<file path="src/rtl/map_port_arbiter.sv">
// Wall-map read-port arbiter: the VGA renderer owns the port while i_busy is high,
// and the game-logic requesters share the remaining cycles round-robin with tagged read-back.
module map_port_arbiter #(
  parameter int unsigned N_REQ    = 4,
  parameter int unsigned COORD_W  = 6,
  parameter int unsigned READ_LAT = 1
) (
  input  logic                       clk,
  input  logic                       rst_n,
  input  logic                       i_busy,
  input  logic [COORD_W-1:0]         i_vga_x,
  input  logic [COORD_W-1:0]         i_vga_y,
  output logic                       o_vga_is_wall,
  input  logic [N_REQ-1:0]           i_req,
  input  logic [N_REQ*COORD_W-1:0]   i_req_x,
  input  logic [N_REQ*COORD_W-1:0]   i_req_y,
  output logic [N_REQ-1:0]           o_gnt,
  output logic [N_REQ-1:0]           o_rvalid,
  output logic                       o_rdata,
  output logic [COORD_W-1:0]         o_map_x,
  output logic [COORD_W-1:0]         o_map_y,
  input  logic                       i_map_wall
);

  localparam int unsigned PTR_W = (N_REQ > 1) ? $clog2(N_REQ) : 1;

  if (READ_LAT < 1 || READ_LAT > 3) begin : g_bad_read_lat
    $error("map_port_arbiter: READ_LAT must be in 1..3");
  end
  if (N_REQ < 1) begin : g_bad_n_req
    $error("map_port_arbiter: N_REQ must be at least 1");
  end

  typedef struct packed {
    logic             vld;
    logic             vga;
    logic [PTR_W-1:0] id;
  } tag_t;

  logic [PTR_W-1:0]    ptr_q;
  logic [PTR_W-1:0]    gnt_idx;
  logic                gnt_any;
  logic [COORD_W-1:0]  last_x_q;
  logic [COORD_W-1:0]  last_y_q;
  tag_t [READ_LAT-1:0] tag_q;
  tag_t                tag_out;
  logic                rd_fire;
  logic                vga_fire;
  logic                rdata_q;
  logic                vga_wall_q;

  function automatic logic [PTR_W-1:0] wrap_idx(input int unsigned base, input int unsigned off);
    return PTR_W'((base + off) % N_REQ);
  endfunction

  // First requester at or after the pointer; nothing is granted while VGA owns the port.
  always_comb begin
    gnt_any = 1'b0;
    gnt_idx = '0;
    if (rst_n && !i_busy) begin
      for (int unsigned i = 0; i < N_REQ; i++) begin
        if (!gnt_any && i_req[wrap_idx(32'(ptr_q), i)]) begin
          gnt_any = 1'b1;
          gnt_idx = wrap_idx(32'(ptr_q), i);
        end
      end
    end
  end

  always_comb begin
    o_gnt   = '0;
    o_map_x = last_x_q;
    o_map_y = last_y_q;
    for (int unsigned k = 0; k < N_REQ; k++) begin
      if (gnt_any && gnt_idx == PTR_W'(k)) begin
        o_gnt[k] = 1'b1;
        o_map_x  = i_req_x[k*COORD_W +: COORD_W];
        o_map_y  = i_req_y[k*COORD_W +: COORD_W];
      end
    end
    if (!rst_n) begin
      o_map_x = '0;
      o_map_y = '0;
    end else if (i_busy) begin
      o_map_x = i_vga_x;
      o_map_y = i_vga_y;
    end
  end

  always_ff @(posedge clk or negedge rst_n) begin
    if (!rst_n) begin
      ptr_q      <= '0;
      last_x_q   <= '0;
      last_y_q   <= '0;
      tag_q      <= '0;
      rdata_q    <= 1'b0;
      vga_wall_q <= 1'b0;
    end else begin
      if (gnt_any) ptr_q <= wrap_idx(32'(gnt_idx), 1);
      last_x_q   <= o_map_x;
      last_y_q   <= o_map_y;
      tag_q[0]   <= '{vld: i_busy | gnt_any, vga: i_busy, id: gnt_idx};
      for (int unsigned s = 1; s < READ_LAT; s++) tag_q[s] <= tag_q[s-1];
      rdata_q    <= o_rdata;
      vga_wall_q <= o_vga_is_wall;
    end
  end

  // The output tag lines up with the cycle in which i_map_wall is valid, so the data
  // is passed through in that cycle and captured only to hold it afterwards.
  assign tag_out  = tag_q[READ_LAT-1];
  assign rd_fire  = tag_out.vld & ~tag_out.vga;
  assign vga_fire = tag_out.vld & tag_out.vga;

  always_comb begin
    o_rvalid = '0;
    for (int unsigned k = 0; k < N_REQ; k++) begin
      o_rvalid[k] = rd_fire && (tag_out.id == PTR_W'(k));
    end
  end

  assign o_rdata       = rd_fire  ? i_map_wall : rdata_q;
  assign o_vga_is_wall = vga_fire ? i_map_wall : vga_wall_q;

endmodule

</file>
<file path="config.mk">
export PLATFORM = sky130hd
export DESIGN_NAME = map_port_arbiter
export DESIGN_NICKNAME = d
export VERILOG_FILES = /design/src/rtl/map_port_arbiter.sv
export SDC_FILE = /design/constraint.sdc
export NUM_CORES = 1
export LEC_CHECK = 0
export ABC_CLOCK_PERIOD_IN_PS = 4300
export BUFFER_PORTS_ARGS = -buffer_cell sky130_fd_sc_hd__buf_2
export CAP_MARGIN = 20
export CORE_ASPECT_RATIO = 0.7
export CORE_MARGIN = 8
export CORE_UTILIZATION = 29
export DETAILED_ROUTE_END_ITERATION = 8
export PLACE_DENSITY_LB_ADDON = 0.12
export SLEW_MARGIN = 0
export SYNTH_ARGS = -nofsm -noshare
export SYNTH_HDL_FRONTEND = slang
export SYNTH_SLANG_ARGS = --single-unit
</file>
<file path="constraint.sdc">
create_clock -name clk -period 4.3 [get_ports clk]
set_input_delay 0.215 -clock clk [delete_from_list [all_inputs] [get_ports clk]]
set_output_delay 0.215 -clock clk [all_outputs]
set_load 0.01 [all_outputs]
</file>
Word-level counts from Yosys, hierarchy flattened
Cells that the tools add are included.
{ "word_totals": {"register_bits": 20, "in_bits": 68, "output_inout_bits": 22} }
{ "op_classes": {"addsub": 4, "n_lt_le_gt_ge": 4, "n_eq_ne": 6, "n_mux": 39, "n_bitwise": 4, "reduce_logical": 18} }
{ "op_table": {"columns": ["operator", "count"], "rows": [
  ["two-way mux 6 bit", 12],
  ["two-way mux 1 bit", 18],
  ["logical AND 1 bit", 12],
  ["< comparator 2 x 3 -> 1 bit (second input constant)", 4],
  ["two-way mux 2 bit", 5],
  ["binary-select mux 1 bit (select 2 bit)", 4],
  ["equality test 2 bit (second input constant)", 4],
  ["adder 2 x 1 -> 2 bit (second input constant)", 2],
  ["adder 2 bit (second input constant)", 2],
  ["equality test 2 x 1 -> 1 bit (second input constant)", 2],
  ["logical NOT 1 bit", 4],
  ["logical NOT 2 bit", 2],
  ["bitwise AND 1 bit", 2],
  ["inverter 1 bit", 1],
  ["bitwise OR 1 bit", 1]
]} }

Longest topological paths before layout
Gate-level depths: netlist of run 1.
{ "depth": {"word_depth": 24, "depth_mapped": 11, "depth_no_buf": 9} }

Least setup slack after synthesis of run 1
Ideal clock, no wire load.
{ "synth_timing": {"path_type": "input port to output port", "from": "input port i_req[2]", "to": "output port o_map_y[5]", "t_arrival_ns": 2.235, "path_slack_ns": 1.850, "cell_stages": 10, "n_path_buf": 2, "cell_sequence": "nor4_4 > nor2_2 > o211ai_1 > inv_1 > ha_1 > buf_2 > clkbuf_1 > a2111oi_0 > o21ai_1 > a31oi_1"} }
{ "synth_via": {"elab_chain_cells": 24, "word_cells_on_any_way": 41, "cone_classes": "3 x eq/ne; 27 x mux; 11 x reduce/logical"} }
{ "synth_lines": {"columns": ["item", "line", "text"], "rows": [
  ["start: declaration", "14", "input logic [N_REQ-1:0] i_req,"],
  ["binary-select mux 1 bit (select 2 bit)", "62", "if (!gnt_any && i_req[wrap_idx(32'(ptr_q), i)]) begin"],
  ["two-way mux 1 bit (not written as such)", "62", null],
  ["two-way mux 1 bit", "62", null],
  ["two-way mux 1 bit", "60", "if (rst_n && !i_busy) begin"],
  ["logical NOT 1 bit", "62", null],
  ["logical AND 1 bit", "62", null],
  ["two-way mux 1 bit", "62", null],
  ["two-way mux 1 bit", "60", null],
  ["(+7 left out)", null, null],
  ["two-way mux 2 bit *", "60", null],
  ["net gnt_idx[0]", "41", "logic [PTR_W-1:0] gnt_idx;"],
  ["logical NOT 2 bit", "75", "if (gnt_any && gnt_idx == PTR_W'(k)) begin"],
  ["logical AND 1 bit", "75", null],
  ["two-way mux 6 bit (3 in a row)", "75", null],
  ["two-way mux 6 bit *", "75", null],
  ["two-way mux 6 bit *", "84", "end else if (i_busy) begin"],
  ["two-way mux 6 bit *", "81", "if (!rst_n) begin"],
  ["end: declaration", "21", "output logic [COORD_W-1:0] o_map_y,"]
]} }
The timed path passes the listed nets; every way through them passes the cells marked *. The select of a mux whose other input is x is not followed.

Worst setup path after layout of run 1
{ "layout_timing": {"from": "input port rst_n", "to": "output port o_map_x[4]"} }
{ "layout_via": {"elab_chain_cells": 10, "word_cells_on_any_way": 17, "cone_classes": "3 x eq/ne; 8 x mux; 6 x reduce/logical"} }
{ "layout_lines": {"columns": ["item", "line", "text"], "rows": [
  ["start: declaration", "9", "input logic rst_n,"],
  ["logical AND 1 bit", "60", null],
  ["two-way mux 2 bit", "60", null],
  ["logical NOT 2 bit", "75", null],
  ["logical AND 1 bit", "75", null],
  ["two-way mux 6 bit (4 in a row)", "75", null],
  ["two-way mux 6 bit", "84", null],
  ["two-way mux 6 bit *", "81", null],
  ["end: declaration", "20", "output logic [COORD_W-1:0] o_map_x,"]
]} }
Mark *: on every way between the ends. The rest lies on a longest branch, timed or not.

==> results.toml, run 1 <==
[logic_synthesis]
ys_seq_area_frac = 0.328
postSynthCellCount = 173
ys_warn_count = 0
syn_area_um2 = 1520
synth_area_per_cell_um2 = 8.81
synth_edf_count = 0
ys_ff_latch = 20
syn_nets = 245
synthDistinctLibCells = 40
yosysTopAreaCell = "dfrtp_1"
synth_top_area_share = 0.328
netlist_top_cells_area = "dfrtp_1 (33%), a221oi_1 (5.7%), a21oi_1 (5.3%)"
ys_async_sr_fraction = 1.00
synth_ff_type = "dfrtp_1"

[global_route]
grtUsageTotal = 0.150
overflow = 0
antenna_found_initial = 0
grt_max_degree = 30
first_global_vias = 1849
grt_pass1_wl_um = 9490

[status]
outcome = "complete, no violations"

[timing]
slew_headroom = 0.484
slew_violations = 0
hold_viol_final = 0
tns_ns = 0
finalSetupViolations = 0
rsz0062_at_grt = "false"
fin_crit_ns = 3.64
worst_slew_pin_slew_ns = 0.765
min_period_over_period = 0.846
max_freq_mhz = 275
clock_skew_ns = 0.00582

[power_and_ir_drop]
p_per_area_nw_per_um2 = 248
leakage_nw = 1.00
ir_worst_vdd_uv = 167
power.total_mw = 0.518

[layout]
mostFrequentLayoutCells = "buf_2 (89), dfrtp_1 (20), a21oi_1 (16), o21ai_0 (14), nor2b_1 (11)"
area_growth_pct = 37.4
drive_gt1_frac = 0.420
fillers = 552
nNetsFinal = 331
mostFrequentLayoutCell = "buf_2"
n_antenna_cell = 0

[critical_path]
r2r_cells = 9
crit_start = "rst_n"
critical_path_class = "in2out"
reg2reg_to = "last_x_q[3]$_DFF_PN0_"
crit_arrival_ns = 3.42
crit_fanout = 19
critPathLaunchType = "primary input"
worstSetupEndpointType = "output port"
rr_startpoint = "ptr_q[1]$_DFFE_PN0P_"
r2r_slack_ns = 1.32
cp.required_ns = 4.09

[clocking]
tritoncts = "built"
cts_root_buffer = "clkbuf_8"
cts.repair.resized = 0
path_clk_slew_ns = 0.07
clk_path_buf_depth = 2
htreeDepth = 1
clk_latency_ns = 0.26
clkSinkCount = 20
cts_buffers = 3

[floorplan]
start_util = 0.296
die_h_um = 76.7
die_w_um = 103
rows = 22
dieArea_um2 = 7870
design.core.area_um2 = 5150
io_pins = 90

[routing]
ant_nets = 0
detail_route.first_pass.iterations = 4
vias_per_cell = 5.11
route.vias.total = 1681
wl_per_cell_um = 17.3
drc = 0
drt_iter0_markers = 43
wl_um = 5700

[hold_path]
min_path_cells = 2
min_to = "vga_wall_q$_DFF_PN0_"
holdCritStartpoint = "i_map_wall"
hp-class = "in2reg"

[placement]
dp_hpwl_um = 4480
numPortBuffers = 89
gp_congestion = 0.788

[job]
max_cap_violations = 0
[final cells by class]
cell class | count | area [µm²] | area share
Clock buffer | 3 | 41.3 | 0.0197
Inverter | 7 | 26.3 | 0.0126
Multi-Input combinational cell | 133 | 950 | 0.454
Sequential cell | 20 | 500 | 0.239
Tap cell | 72 | 90.1 | 0.0430
Timing Repair Buffer | 94 | 485 | 0.232
[power breakdown]
part           leakage, nW  switching (mW)  total (mW)  internal (mW)
clock network       0.0216          0.0619       0.124         0.0624
logic                0.730          0.0987       0.180         0.0813
registers            0.252         0.00841       0.214          0.206
total                 1.00           0.169       0.518          0.349
[synthesized netlist by cell type (2+ instances only)]
| cell type | n |
|---|---|
| and3_1 | 4 |
| a31oi_1 | 2 |
| o221ai_1 | 2 |
| inv_2 | 2 |
| a21oi_1 | 16 |
| nand2b_1 | 2 |
| inv_1 | 5 |
| mux2_2 | 2 |
| nor3b_1 | 2 |
| dfrtp_1 | 20 |
| nand2_1 | 9 |
| nor2_1 | 6 |
| a2bb2oi_1 | 2 |
| o31a_1 | 9 |
| buf_2 | 5 |
| nor2b_1 | 11 |
| o22ai_1 | 9 |
| a221oi_1 | 10 |
| clkbuf_1 | 8 |
| o21ai_0 | 14 |
| a2111oi_0 | 2 |
| ha_1 | 4 |
| o2bb2ai_1 | 9 |
| o21ai_1 | 2 |
[critical path, cell delays in order]
cell	delay [ns]
dlygate4sd3_1	0.51
buf_2	0.19
nor2b_1	0.38
o221ai_1	0.28
ha_1	0.51
nor4b_4	0.75
a21oi_2	0.11
a31oi_1	0.27
buf_2	0.19
[layer usage]
| metal | share of wire | vias to the layer above | wire length [µm] | GRT usage |
|---|---|---|---|---|
| met4 | 0.0060 | 0 | 34 | 0.0234 |
| met3 | 0.10 | 6 | 592 | 0.0532 |
| li1 | - | 843 | - | - |
| met1 | 0.47 | 760 | 2660 | 0.207 |
| met2 | 0.42 | 72 | 2410 | 0.220 |
| met5 | 0 | - | 0 | 0 |
[flip-flops by register name (all words and copies together), names as in the netlist]
register    count
last_y_q        6
rdata_q         1
ptr_q           2
tag_out         4
last_x_q        6
vga_wall_q      1
[cells by family after synthesis]
kind of cell,after synthesis,synth area share
AO/OA/AOI/OAI,84,0.383
adder cells (fa/ha/maj),4,0.0328
buffers and inverters,20,0.0534
flip-flops,20,0.328
multiplexers,3,0.0213
AND/OR/NAND/NOR,42,0.181
[stage by stage]
step           utilization  std cells  hold WS (ns)  cell area, µm²  setup slack [ns]
6_report             0.407        329         0.218            2090             0.663
3_5_place_dp         0.397        325        0.0549            2040              1.06
3_3_place_gp         0.395        324        0.0533            2030              1.13
5_1_grt              0.407        329         0.211            2090             0.313
2_1_floorplan            -        173       -0.0806            1520              1.85
4_1_cts              0.407        329         0.215            2090             0.594
[worst max-delay path by stage]
stage / endpoint / slack [ns] / cells after the start
2_1_floorplan: o_map_y[5] / 1.85 / 10
3_3_place_gp: o_map_x[4] / 1.13 / 10
3_5_place_dp: o_map_y[3] / 1.06 / 11
4_1_cts: o_map_y[3] / 0.59 / 12
5_1_grt: o_map_y[1] / 0.31 / 12
6_report: o_map_x[4] / 0.66 / 9
[repair_timing]
action                    in CTS  in global routing
hold buffers                   1                  0
setup buffers                  0                  0
hold endpoints to repair       2                  0
Power figures use the tool's default switching activity.
==> run 2, diff against run 1 <==
Settings changed: ABC_AREA set to 1, ABC_CLOCK_PERIOD_IN_PS 4300 to 3300.
Clock period 4.3 ns to 3.3 ns, I/O delays scaled along.
==> results.toml, run 2 <==
[clocking]
path_clk_slew_ns = 0.08
tritoncts = "built"
htreeDepth = 1
clkSinkCount = 20
clk_latency_ns = 0.26
clk_path_buf_depth = 2
cts_root_buffer = "clkbuf_8"
cts_buffers = 3

[power_and_ir_drop]
combPwrFrac = 0.667
leakage_nw = 1.64
power.share.sequential = 0.211
p_sw_frac = 0.494
intPower_mw = 0.805
p_per_area_nw_per_um2 = 551
power.total_mw = 1.59
power_switching_mw = 0.784
clkPwrFrac = 0.122
ir_worst_vdd_uv = 211

[layout]
nNetsFinal = 493
n_antenna_cell = 0
final_cells = 518
mostFrequentLayoutCell = "buf_2"
mostFrequentLayoutCells = "buf_2 (89), nand2_1 (86), inv_1 (65), nand4_1 (24), o21ai_0 (23)"
area_growth_pct = 34.6
utilization = 0.399
final_cell_area_um2 = 2880
drive_gt1_frac = 0.424

[global_route]
grtUsageTotal = 0.131
antenna_found_initial = 0
first_global_vias = 2200
grt_pass1_wl_um = 11200
grt_max_degree = 33
overflow = 0

[critical_path]
critical_path_class = "reg2out"
cpPeakStageDelay_ns = 0.47
cp_common_cell = "nand2_1"
critPathLaunchType = "flop"
cp.required_ns = 3.13
crit_arrival_ns = 2.94
r2r_cells = 19
crit_chain = "buf_6, nand2_1, nand2_1, nand2_1, o21ai_2, buf_4, nand3_4, nand2_1, nor2_1, inv_1, ha_4, buf_4, nand4_1, nand3_2, nand2_1, nand2_1, a21oi_2, buf_2"
slowest_stage = "dfrtp_2"
worstSetupEndpointType = "output port"
crit_fanout = 8

[timing]
min_period_over_period = 0.942
worst_hold_slack_ns = 0.0842
slew_headroom = 0.486
fin_crit_ns = 3.11
clock_skew_ns = 0.00116
slew_violations = 0
worst_slack_ns = 0.193
worst_slew_pin_slew_ns = 0.770
max_freq_mhz = 322
finalSetupViolations = 0
hold_viol_final = 0
tns_ns = 0

[logic_synthesis]
synth_edf_count = 0
synth-compound-area-share = 0.130
synth_ff_type = "dfrtp_1"
synth_top_family_by_area = "simple AND/OR/NAND/NOR gates"
synthMuxAreaShare = 0
yosysTopAreaCell = "dfrtp_1"
yosys-top-cells-count = "nand2_1 (88), inv_1 (67), o21ai_0 (25), nand4_1 (24), dfrtp_1 (20)"
ys_warn_count = 0
synthSimpleGateAreaFrac = 0.393
synthXorXnorAreaFrac = 0.00409
netlist_top_cells_area = "dfrtp_1 (23%), nand2_1 (15%), inv_1 (12%)"
synthAdderAreaFrac = 0.0234
syn_nets = 399
ys_ff_latch = 20
synth_top_area_share = 0.234
syn_area_um2 = 2140
synth_area_per_cell_um2 = 6.55
ys_async_sr_fraction = 1.00
post-synth-top-count-cell = "nand2_1"
postSynthCellCount = 327
synthDistinctLibCells = 31
ys_seq_area_frac = 0.234

[job]
max_cap_violations = 0

[hold_path]
min_path_cells = 1
hp-class = "in2reg"

[floorplan]
dieArea_um2 = 10400
rows = 26
design.core.area_um2 = 7220
die_w_um = 119
die_h_um = 87.9
io_pins = 90
start_util = 0.297

[routing]
drt_iter0_markers = 139
wl_per_cell_um = 13.8
drc = 0
route.vias.total = 2305
ant_nets = 0
detail_route.first_pass.iterations = 4
vias_per_cell = 4.45
wl_um = 7160

[placement]
dp_hpwl_um = 5310
placed_cells = 503
numPortBuffers = 89
pre_cts_slack_ns = 0.323
dpl_cell_area_um2 = 2610
gp_congestion = 0.830

[status]
outcome = "complete, no violations"
run 2: changes by cell type after synthesis, moves of 13 or more:
cell and change:
inv_1 +62, nand4_1 +24, nand2_1 +79, a21oi_1 -13, nand2_2 +15
run 2: what timing repair did:
action,CTS,global route
endpoints found under the hold margin,20,0
setup buffers,0,7
hold buffers,1,0
setup endpoints to repair,0,12
gates resized for setup,0,28
run 2: worst paths after layout:
kind | from | slack, ns | end
max reg2reg | ptr_q[0]$_DFFE_PN0P_ | 0.62 | last_y_q[4]$_DFF_PN0_
max in group asynchronous | rst_n | 2.51 | ptr_q[0]$_DFFE_PN0P_
max | ptr_q[0]$_DFFE_PN0P_ | 0.19 | o_map_y[3]
min in group asynchronous | rst_n | 0.49 | last_x_q[3]$_DFF_PN0_
min reg2reg | rdata_q$_DFF_PN0_ | 0.49 | rdata_q$_DFF_PN0_
min | i_busy | 0.08 | tag_out[2]$_DFF_PN0_
run 2: worst max-delay path, delay by kind of cell (launching register included):
family | cells | cell delay, ns
flops | 1 | 0.47
fa+ha+maj | 1 | 0.24
compound gates | 2 | 0.20
buf+inv | 5 | 0.78
simple gates | 10 | 0.97
run 2: final cells by class:
class / count / area, µm²
fillers: 819 / 4340
multi-input cells: 209 / 1240
repair buffers: 106 / 631
flip-flops and latches: 20 / 502
inverters: 80 / 320
well taps: 98 / 123
clock buffers: 4 / 55.1
repair inverters: 1 / 8.76
run 2: metal layers:
metal  global-route usage  share of wire
met1                0.175           0.51
met2                0.202           0.42
met3               0.0393          0.059
met4               0.0274         0.0077
met5                    0              0
run 2: cell families after synthesis:
logic type      count (synthesis)
simple gates                  159
xor+xnor                        1
flops                          20
compound gates                 45
buf+inv                        98
fa+ha+maj                       4
run 2: power by group through the flow:
stage | combinational (mW) | sequential [mW] | clock, mW
global route | 1.18 | 0.343 | 0.211
finish | 1.06 | 0.335 | 0.194
CTS | 0.930 | 0.337 | 0.203
floorplan | 0.763 | 0.320 | 0
global placement | 0.925 | 0.341 | 0
detailed placement | 0.925 | 0.342 | 0
